===== config.mk =====
export PLATFORM = sky130hd
export DESIGN_NAME = alu_ctrl_stage_flat
export DESIGN_NICKNAME = d
export VERILOG_FILES = /design/src/rtl/alu_pkg.sv /design/src/rtl/alu_ctrl_stage_if.sv /design/src/rtl/alu_ctrl_stage_decoder.sv /design/src/rtl/alu_ctrl_stage.sv /design/src/flat_wrapper.sv
export SDC_FILE = /design/constraint.sdc
export NUM_CORES = 1
export LEC_CHECK = 0
export ABC_AREA = 1
export CORE_MARGIN = 4
export CORE_UTILIZATION = 38
export CTS_CLUSTER_SIZE = 16
export DETAILED_ROUTE_END_ITERATION = 16
export PLACE_DENSITY = 0.79
export SLEW_MARGIN = 10
export SYNTH_ARGS = -nofsm -noshare
export SYNTH_HDL_FRONTEND = slang
export SYNTH_HIERARCHICAL = 1
export SYNTH_SLANG_ARGS = --single-unit

===== constraint.sdc =====
create_clock -name clk -period 1.3 [get_ports clk]
set_input_delay 0.13 -clock clk [delete_from_list [all_inputs] [get_ports clk]]
set_output_delay 0.13 -clock clk [all_outputs]
set_load 0.05 [all_outputs]

===== src/rtl/alu_pkg.sv =====
// rtl/alu_pkg.sv - shared ALU op codes, RV32I opcodes and the decoded control struct
//
// Imported by alu_decoder, alu_ctrl_stage and the ALU itself, so the op codes
// driven on ex_alu_control are the same constants the ALU decodes.

package alu_pkg;

  // ALU operation codes carried on ex_alu_control
  localparam logic [2:0] ALU_ADD = 3'b000;
  localparam logic [2:0] ALU_SUB = 3'b001;
  localparam logic [2:0] ALU_AND = 3'b010;
  localparam logic [2:0] ALU_OR  = 3'b011;
  localparam logic [2:0] ALU_SLT = 3'b101;

  // RV32I major opcodes handled by this stage
  localparam logic [6:0] OP_LOAD   = 7'b0000011;
  localparam logic [6:0] OP_STORE  = 7'b0100011;
  localparam logic [6:0] OP_BRANCH = 7'b1100011;
  localparam logic [6:0] OP_REG    = 7'b0110011;
  localparam logic [6:0] OP_IMM    = 7'b0010011;

  // Decoded datapath controls, registered as one unit at the ID/EX boundary
  typedef struct packed {
    logic [2:0] alu_control;
    logic       alu_src;
    logic       reg_write;
    logic       mem_write;
    logic       result_src;
    logic       branch;
  } alu_ctrl_t;

endpackage


===== src/rtl/alu_ctrl_stage_if.sv =====
// rtl/alu_ctrl_stage_if.sv - ID-side input and EX-side output bundle of the ALU control stage
//
// Signals:
//   id_valid / id_ready / id_instr / id_pc : instruction in from fetch/decode
//   flush                                  : kill registered and incoming instruction
//   ex_valid / ex_ready                    : handshake toward execute
//   ex_alu_control, ex_alu_src, ex_reg_write, ex_mem_write,
//   ex_result_src, ex_branch, ex_rd, ex_pc : registered controls
//   illegal                                : one-cycle pulse on a dropped instruction
// Modports:
//   master : the stage (drives id_ready and all ex_* outputs)
//   slave  : the surrounding pipeline

interface alu_ctrl_stage_if #(
  parameter int XLEN = 32
);

  logic            id_valid;
  logic            id_ready;
  logic [31:0]     id_instr;
  logic [XLEN-1:0] id_pc;
  logic            flush;
  logic            ex_valid;
  logic            ex_ready;
  logic [2:0]      ex_alu_control;
  logic            ex_alu_src;
  logic            ex_reg_write;
  logic            ex_mem_write;
  logic            ex_result_src;
  logic            ex_branch;
  logic [4:0]      ex_rd;
  logic [XLEN-1:0] ex_pc;
  logic            illegal;

  modport master (
    input  id_valid, id_instr, id_pc, flush, ex_ready,
    output id_ready, ex_valid, ex_alu_control, ex_alu_src, ex_reg_write,
           ex_mem_write, ex_result_src, ex_branch, ex_rd, ex_pc, illegal
  );

  modport slave (
    output id_valid, id_instr, id_pc, flush, ex_ready,
    input  id_ready, ex_valid, ex_alu_control, ex_alu_src, ex_reg_write,
           ex_mem_write, ex_result_src, ex_branch, ex_rd, ex_pc, illegal
  );

endinterface


===== src/rtl/alu_ctrl_stage_decoder.sv =====
// rtl/alu_ctrl_stage_decoder.sv - combinational RV32I decode to ALU control struct
//
// Ports:
//   instr       in  32 : instruction word
//   ctrl        out    : decoded controls (all zero / add when unsupported)
//   unsupported out 1  : opcode or funct3 not handled by this stage

module alu_decoder
  import alu_pkg::*;
(
  input  logic [31:0] instr,
  output alu_ctrl_t   ctrl,
  output logic        unsupported
);

  logic [6:0] opcode;
  logic [2:0] funct3;
  logic       unused_bits;

  assign opcode = instr[6:0];
  assign funct3 = instr[14:12];
  // rd is taken directly by the stage; the rest only matters to other units
  assign unused_bits = ^{instr[31], instr[29:15], instr[11:7]};

  always_comb begin
    ctrl        = '0;
    unsupported = 1'b0;
    case (opcode)
      OP_LOAD: begin
        ctrl.alu_src    = 1'b1;
        ctrl.reg_write  = 1'b1;
        ctrl.result_src = 1'b1;
      end
      OP_STORE: begin
        ctrl.alu_src   = 1'b1;
        ctrl.mem_write = 1'b1;
      end
      OP_BRANCH: begin
        ctrl.alu_control = ALU_SUB;
        ctrl.branch      = 1'b1;
      end
      OP_REG, OP_IMM: begin
        ctrl.reg_write = 1'b1;
        ctrl.alu_src   = ~instr[5];
        case (funct3)
          // instr[5] separates R-type from I-ALU, so addi with imm bit 30 set stays add
          3'b000:  ctrl.alu_control = (instr[5] & instr[30]) ? ALU_SUB : ALU_ADD;
          3'b010:  ctrl.alu_control = ALU_SLT;
          3'b110:  ctrl.alu_control = ALU_OR;
          3'b111:  ctrl.alu_control = ALU_AND;
          default: unsupported = 1'b1;
        endcase
      end
      default: unsupported = 1'b1;
    endcase
    // Unsupported instructions degrade to a harmless add with no side effects
    if (unsupported) begin
      ctrl = '0;
    end
  end

endmodule


===== src/rtl/alu_ctrl_stage.sv =====
// rtl/alu_ctrl_stage.sv - ID/EX register for ALU controls with valid/ready, stall and flush
//
// Ports:
//   clk : clock, rising edge
//   rst : asynchronous active-low reset
//   bus : alu_ctrl_stage_if.master (id_* in, ex_* out, flush, illegal)
// Parameters:
//   XLEN : PC width
// Build option:
//   ALU_CTRL_ILLEGAL_EN : unsupported instructions become bubbles and pulse illegal;
//                         otherwise they pass as add with no writes and illegal is 0.

module alu_ctrl_stage #(
  parameter int XLEN = 32
) (
  input  logic              clk,
  input  logic              rst,
  alu_ctrl_stage_if.master  bus
);

  import alu_pkg::*;

  alu_ctrl_t       dec_ctrl;
  logic            dec_unsupported;
  alu_ctrl_t       ctrl_q;
  logic            valid_q;
  logic [4:0]      rd_q;
  logic [XLEN-1:0] pc_q;
  logic            accept;
  logic            load_ok;

  alu_decoder u_decoder (
    .instr       (bus.id_instr),
    .ctrl        (dec_ctrl),
    .unsupported (dec_unsupported)
  );

  assign bus.id_ready = ~valid_q | bus.ex_ready;
  assign accept       = bus.id_valid & bus.id_ready;

`ifdef ALU_CTRL_ILLEGAL_EN
  logic illegal_q;

  assign load_ok     = ~dec_unsupported;
  assign bus.illegal = illegal_q;

  always_ff @(posedge clk or negedge rst) begin
    if (!rst) begin
      illegal_q <= 1'b0;
    end else begin
      // flush in the accept cycle swallows the report along with the instruction
      illegal_q <= accept & dec_unsupported & ~bus.flush;
    end
  end
`else
  logic unused_unsupported;

  assign unused_unsupported = dec_unsupported;
  assign load_ok            = 1'b1;
  assign bus.illegal        = 1'b0;
`endif

  always_ff @(posedge clk or negedge rst) begin
    if (!rst) begin
      valid_q <= 1'b0;
      ctrl_q  <= '0;
      rd_q    <= '0;
      pc_q    <= '0;
    end else if (bus.flush) begin
      valid_q <= 1'b0;
    end else if (accept) begin
      // a dropped instruction still empties the slot when the old entry leaves
      valid_q <= load_ok;
      if (load_ok) begin
        ctrl_q <= dec_ctrl;
        rd_q   <= bus.id_instr[11:7];
        pc_q   <= bus.id_pc;
      end
    end else if (bus.ex_ready) begin
      valid_q <= 1'b0;
    end
  end

  assign bus.ex_valid       = valid_q;
  assign bus.ex_alu_control = ctrl_q.alu_control;
  assign bus.ex_alu_src     = ctrl_q.alu_src;
  assign bus.ex_result_src  = ctrl_q.result_src;
  // state-changing controls are gated so a bubble can never write
  assign bus.ex_reg_write   = valid_q & ctrl_q.reg_write;
  assign bus.ex_mem_write   = valid_q & ctrl_q.mem_write;
  assign bus.ex_branch      = valid_q & ctrl_q.branch;
  assign bus.ex_rd          = rd_q;
  assign bus.ex_pc          = pc_q;

endmodule


===== src/flat_wrapper.sv =====
// flat-port wrapper written by rule: the top's interface ports become plain ports
module alu_ctrl_stage_flat import alu_pkg::*;
#(
  parameter int XLEN = 32
)
  (clk, rst, bus_id_valid, bus_id_instr, bus_id_pc, bus_flush, bus_ex_ready, bus_id_ready, bus_ex_valid, bus_ex_alu_control, bus_ex_alu_src, bus_ex_reg_write, bus_ex_mem_write, bus_ex_result_src, bus_ex_branch, bus_ex_rd, bus_ex_pc, bus_illegal);
  alu_ctrl_stage_if #(.XLEN(XLEN)) bus_i ();
  input  logic clk;
  input  logic rst;
  input wire logic [$bits(bus_i.id_valid)-1:0] bus_id_valid;
  input wire logic [$bits(bus_i.id_instr)-1:0] bus_id_instr;
  input wire logic [$bits(bus_i.id_pc)-1:0] bus_id_pc;
  input wire logic [$bits(bus_i.flush)-1:0] bus_flush;
  input wire logic [$bits(bus_i.ex_ready)-1:0] bus_ex_ready;
  output wire logic [$bits(bus_i.id_ready)-1:0] bus_id_ready;
  output wire logic [$bits(bus_i.ex_valid)-1:0] bus_ex_valid;
  output wire logic [$bits(bus_i.ex_alu_control)-1:0] bus_ex_alu_control;
  output wire logic [$bits(bus_i.ex_alu_src)-1:0] bus_ex_alu_src;
  output wire logic [$bits(bus_i.ex_reg_write)-1:0] bus_ex_reg_write;
  output wire logic [$bits(bus_i.ex_mem_write)-1:0] bus_ex_mem_write;
  output wire logic [$bits(bus_i.ex_result_src)-1:0] bus_ex_result_src;
  output wire logic [$bits(bus_i.ex_branch)-1:0] bus_ex_branch;
  output wire logic [$bits(bus_i.ex_rd)-1:0] bus_ex_rd;
  output wire logic [$bits(bus_i.ex_pc)-1:0] bus_ex_pc;
  output wire logic [$bits(bus_i.illegal)-1:0] bus_illegal;
  assign bus_i.id_valid = bus_id_valid;
  assign bus_i.id_instr = bus_id_instr;
  assign bus_i.id_pc = bus_id_pc;
  assign bus_i.flush = bus_flush;
  assign bus_i.ex_ready = bus_ex_ready;
  assign bus_id_ready = bus_i.id_ready;
  assign bus_ex_valid = bus_i.ex_valid;
  assign bus_ex_alu_control = bus_i.ex_alu_control;
  assign bus_ex_alu_src = bus_i.ex_alu_src;
  assign bus_ex_reg_write = bus_i.ex_reg_write;
  assign bus_ex_mem_write = bus_i.ex_mem_write;
  assign bus_ex_result_src = bus_i.ex_result_src;
  assign bus_ex_branch = bus_i.ex_branch;
  assign bus_ex_rd = bus_i.ex_rd;
  assign bus_ex_pc = bus_i.ex_pc;
  assign bus_illegal = bus_i.illegal;
  alu_ctrl_stage #(.XLEN(XLEN)) u_core (.clk(clk), .rst(rst), .bus(bus_i));
endmodule

==> reports/results.tsv <==
stage	metric	value	unit
critical_path	cp.arrival	1130	ps
finish	final_common_cell	nand2_1	
sta	hold_ws	359	ps
sta	setup-violations-final	0	
critical_path	critical_path.max_fanout	4	
grt	antenna_found_initial	0	
pwr	leakagePower	0.00188	uW
logic_synthesis	netlist_area	2080	um^2
sta	max_freq	0.794	GHz
pwr	netSwitchingPower	1660	uW
drt	firstDrtPassIters	4	
finish	diodes	0	
critical_path	crit_type	register to primary output	
cts	clkTransAtPathRegs	90	ps
pwr	peakVddDrop	699	uV
pwr	swShare	36.4	%
floorplanning	initial_core_util	40.0	%
status	outcome	finished clean	
drt	wl_per_cell	14.9	um
cts	clock_latency	300	ps
placed_design	io_buffers	99	
floorplanning	rows	26	
drt	via_count	1968	
floorplanning	coreArea	5200	um^2
placed_design	gp_congestion	0.810	
sta	slew_viol_final	0	
pwr	p_per_area	1210	nW/um^2
critical_path	end_kind	primary output	
run	maxCapViolations	0	
floorplanning	io_pins	117	
sta	fin_skew	7.72	ps
finish	syn_to_final_growth	80.6	%
floorplanning	die_h	82.0	um
drt	routed_via_density	4.73	
drt	finalWirelength	6.18	mm
finish	nNetsFinal	414	
drt	drtAntennaViolNets	0	
cts	cts_num_sinks	46	
cts	htree_levels	2	
sta	fin_crit	1260	ps
critical_path	worstPathRequired	1170	ps
sta	min_period_over_period	96.9	%
logic_synthesis	synthesis.nets	314	
logic_synthesis	avgSynthCellArea	8.50	um^2
placed_design	placed_cell_area	3600	um^2
placed_design	hpwl	4.62	mm
hold_path	hold_class	input port to asynchronous set/reset pin	
logic_synthesis	ys_warn_count	6	
finish	drive_gt1_share	22.3	%
cts	clockBufferDepth	2	
grt	grt_max_degree	47	
pwr	p_comb_share	41.5	%
sta	hold_violations	0	
finish	nFillCells	385	
pwr	pwr-share-seq	39.3	%
drt	drt_iter0_drc	73	
cts	cts_root_buf	clkbuf_8	
logic_synthesis	synth_cells	245	
cts	cts_tree	yes	
pwr	p_int	2910	uW
floorplanning	die_area	6730	um^2
sta	rsz0062_at_grt	true	
finish	design_area	3760	um^2
grt	overflow	0	
finish	final_cell_mix	nand2_1, buf_12, clkdlybuf4s50_1	
cts	numCtsBuffers	5	
grt	grtUsageTotal	19.4	%
grt	grt_pass1_vias	1984	
grt	grt_pass1_wl	9.76	mm
floorplanning	die_w	82.0	um
pwr	power_frac_clock	19.1	%
critical_path	cp-start-kind	register	
drt	post-route-drc-count	0	
## worst max-delay path, cell delays in order, from the launching register on
cell and delay (ps):
dfrtp_2 440, buf_6 140, nand2_1 70, inv_2 50
buf_12 140
## metal layers
layer / wire (um) / share of wire (%) / GRT usage, % / up-vias
met5: 0 / 0 / 0 / -
met3: 369 / 6.0 / 3.95 / 2
met2: 3450 / 56 / 35.1 / 75
li1: - / - / - / 962
met4: 15 / 0.24 / 3.49 / 0
met1: 2340 / 38 / 24.0 / 929
## power groups by stage
stage	clock, uW	sequential, uW	combinational (uW)
after floorplan	0	2330	265
after global placement	0	1810	1850
after detailed placement	0	1830	1890
after CTS	895	1800	1910
after global routing	979	1820	1990
final	874	1800	1900
## registers in the layout (all words and copies together) (netlist names)
signal                     count
u_core/ctrl_q                  3
u_core/bus.ex_pc              32
u_core/bus.ex_alu_control      3
u_core/bus.ex_result_src       1
u_core/bus.ex_alu_src          1
u_core/bus.ex_valid            1
u_core/bus.ex_rd               5
## cell type report
class / count / area (um^2) / area share, %
Clock buffer: 5 / 68.8 / 1.83
Clock inverter: 3 / 21.3 / 0.566
Inverter: 12 / 45.0 / 1.20
Multi-Input combinational cell: 169 / 746 / 19.8
Sequential cell: 46 / 1150 / 30.6
Tap cell: 70 / 87.6 / 2.33
Timing Repair Buffer: 111 / 1640 / 43.6
## stage by stage
step           util, %  setup WS [ps]  setup TNS (ps)  instances  total power [uW]
2_1_floorplan        -           39.2               0        245              2590
3_3_place_gp      69.1          -21.5            -397        403              3660
3_5_place_dp      69.1          -83.2            -952        403              3720
4_1_cts           71.9           1.62               0        414              4610
5_1_grt           72.3          -13.1           -37.9        416              4790
6_report          72.3           40.8               0        416              4570
## final timing paths
path,end,slack [ps],start,cells past startpoint
setup / recovery,bus_ex_reg_write,40,u_core/bus.ex_valid$_DFFE_PN0P_,4
hold / removal,u_core/bus.ex_pc[4]$_DFFE_PN0P_,360,rst,3
setup reg to reg,u_core/bus.ex_pc[17]$_DFFE_PN0P_,140,u_core/bus.ex_valid$_DFFE_PN0P_,5
hold reg to reg,u_core/ctrl_q[0]$_DFFE_PN0P_,490,u_core/ctrl_q[0]$_DFFE_PN0P_,2
max in group asynchronous,u_core/bus.ex_valid$_DFFE_PN0P_,710,rst,3
min in group clk,u_core/bus.ex_pc[3]$_DFFE_PN0P_,380,bus_id_pc[3],3
## timing repair
action,4_1_cts,5_1_grt
hold buffers,1,0
hold endpoints to repair,46,0
pin swaps,0,1
endpoints found under the setup margin,1,4
setup buffers,1,2
gates resized for setup,1,3
gates cloned,1,0
Note: power is estimated with default switching activity, not from simulation.
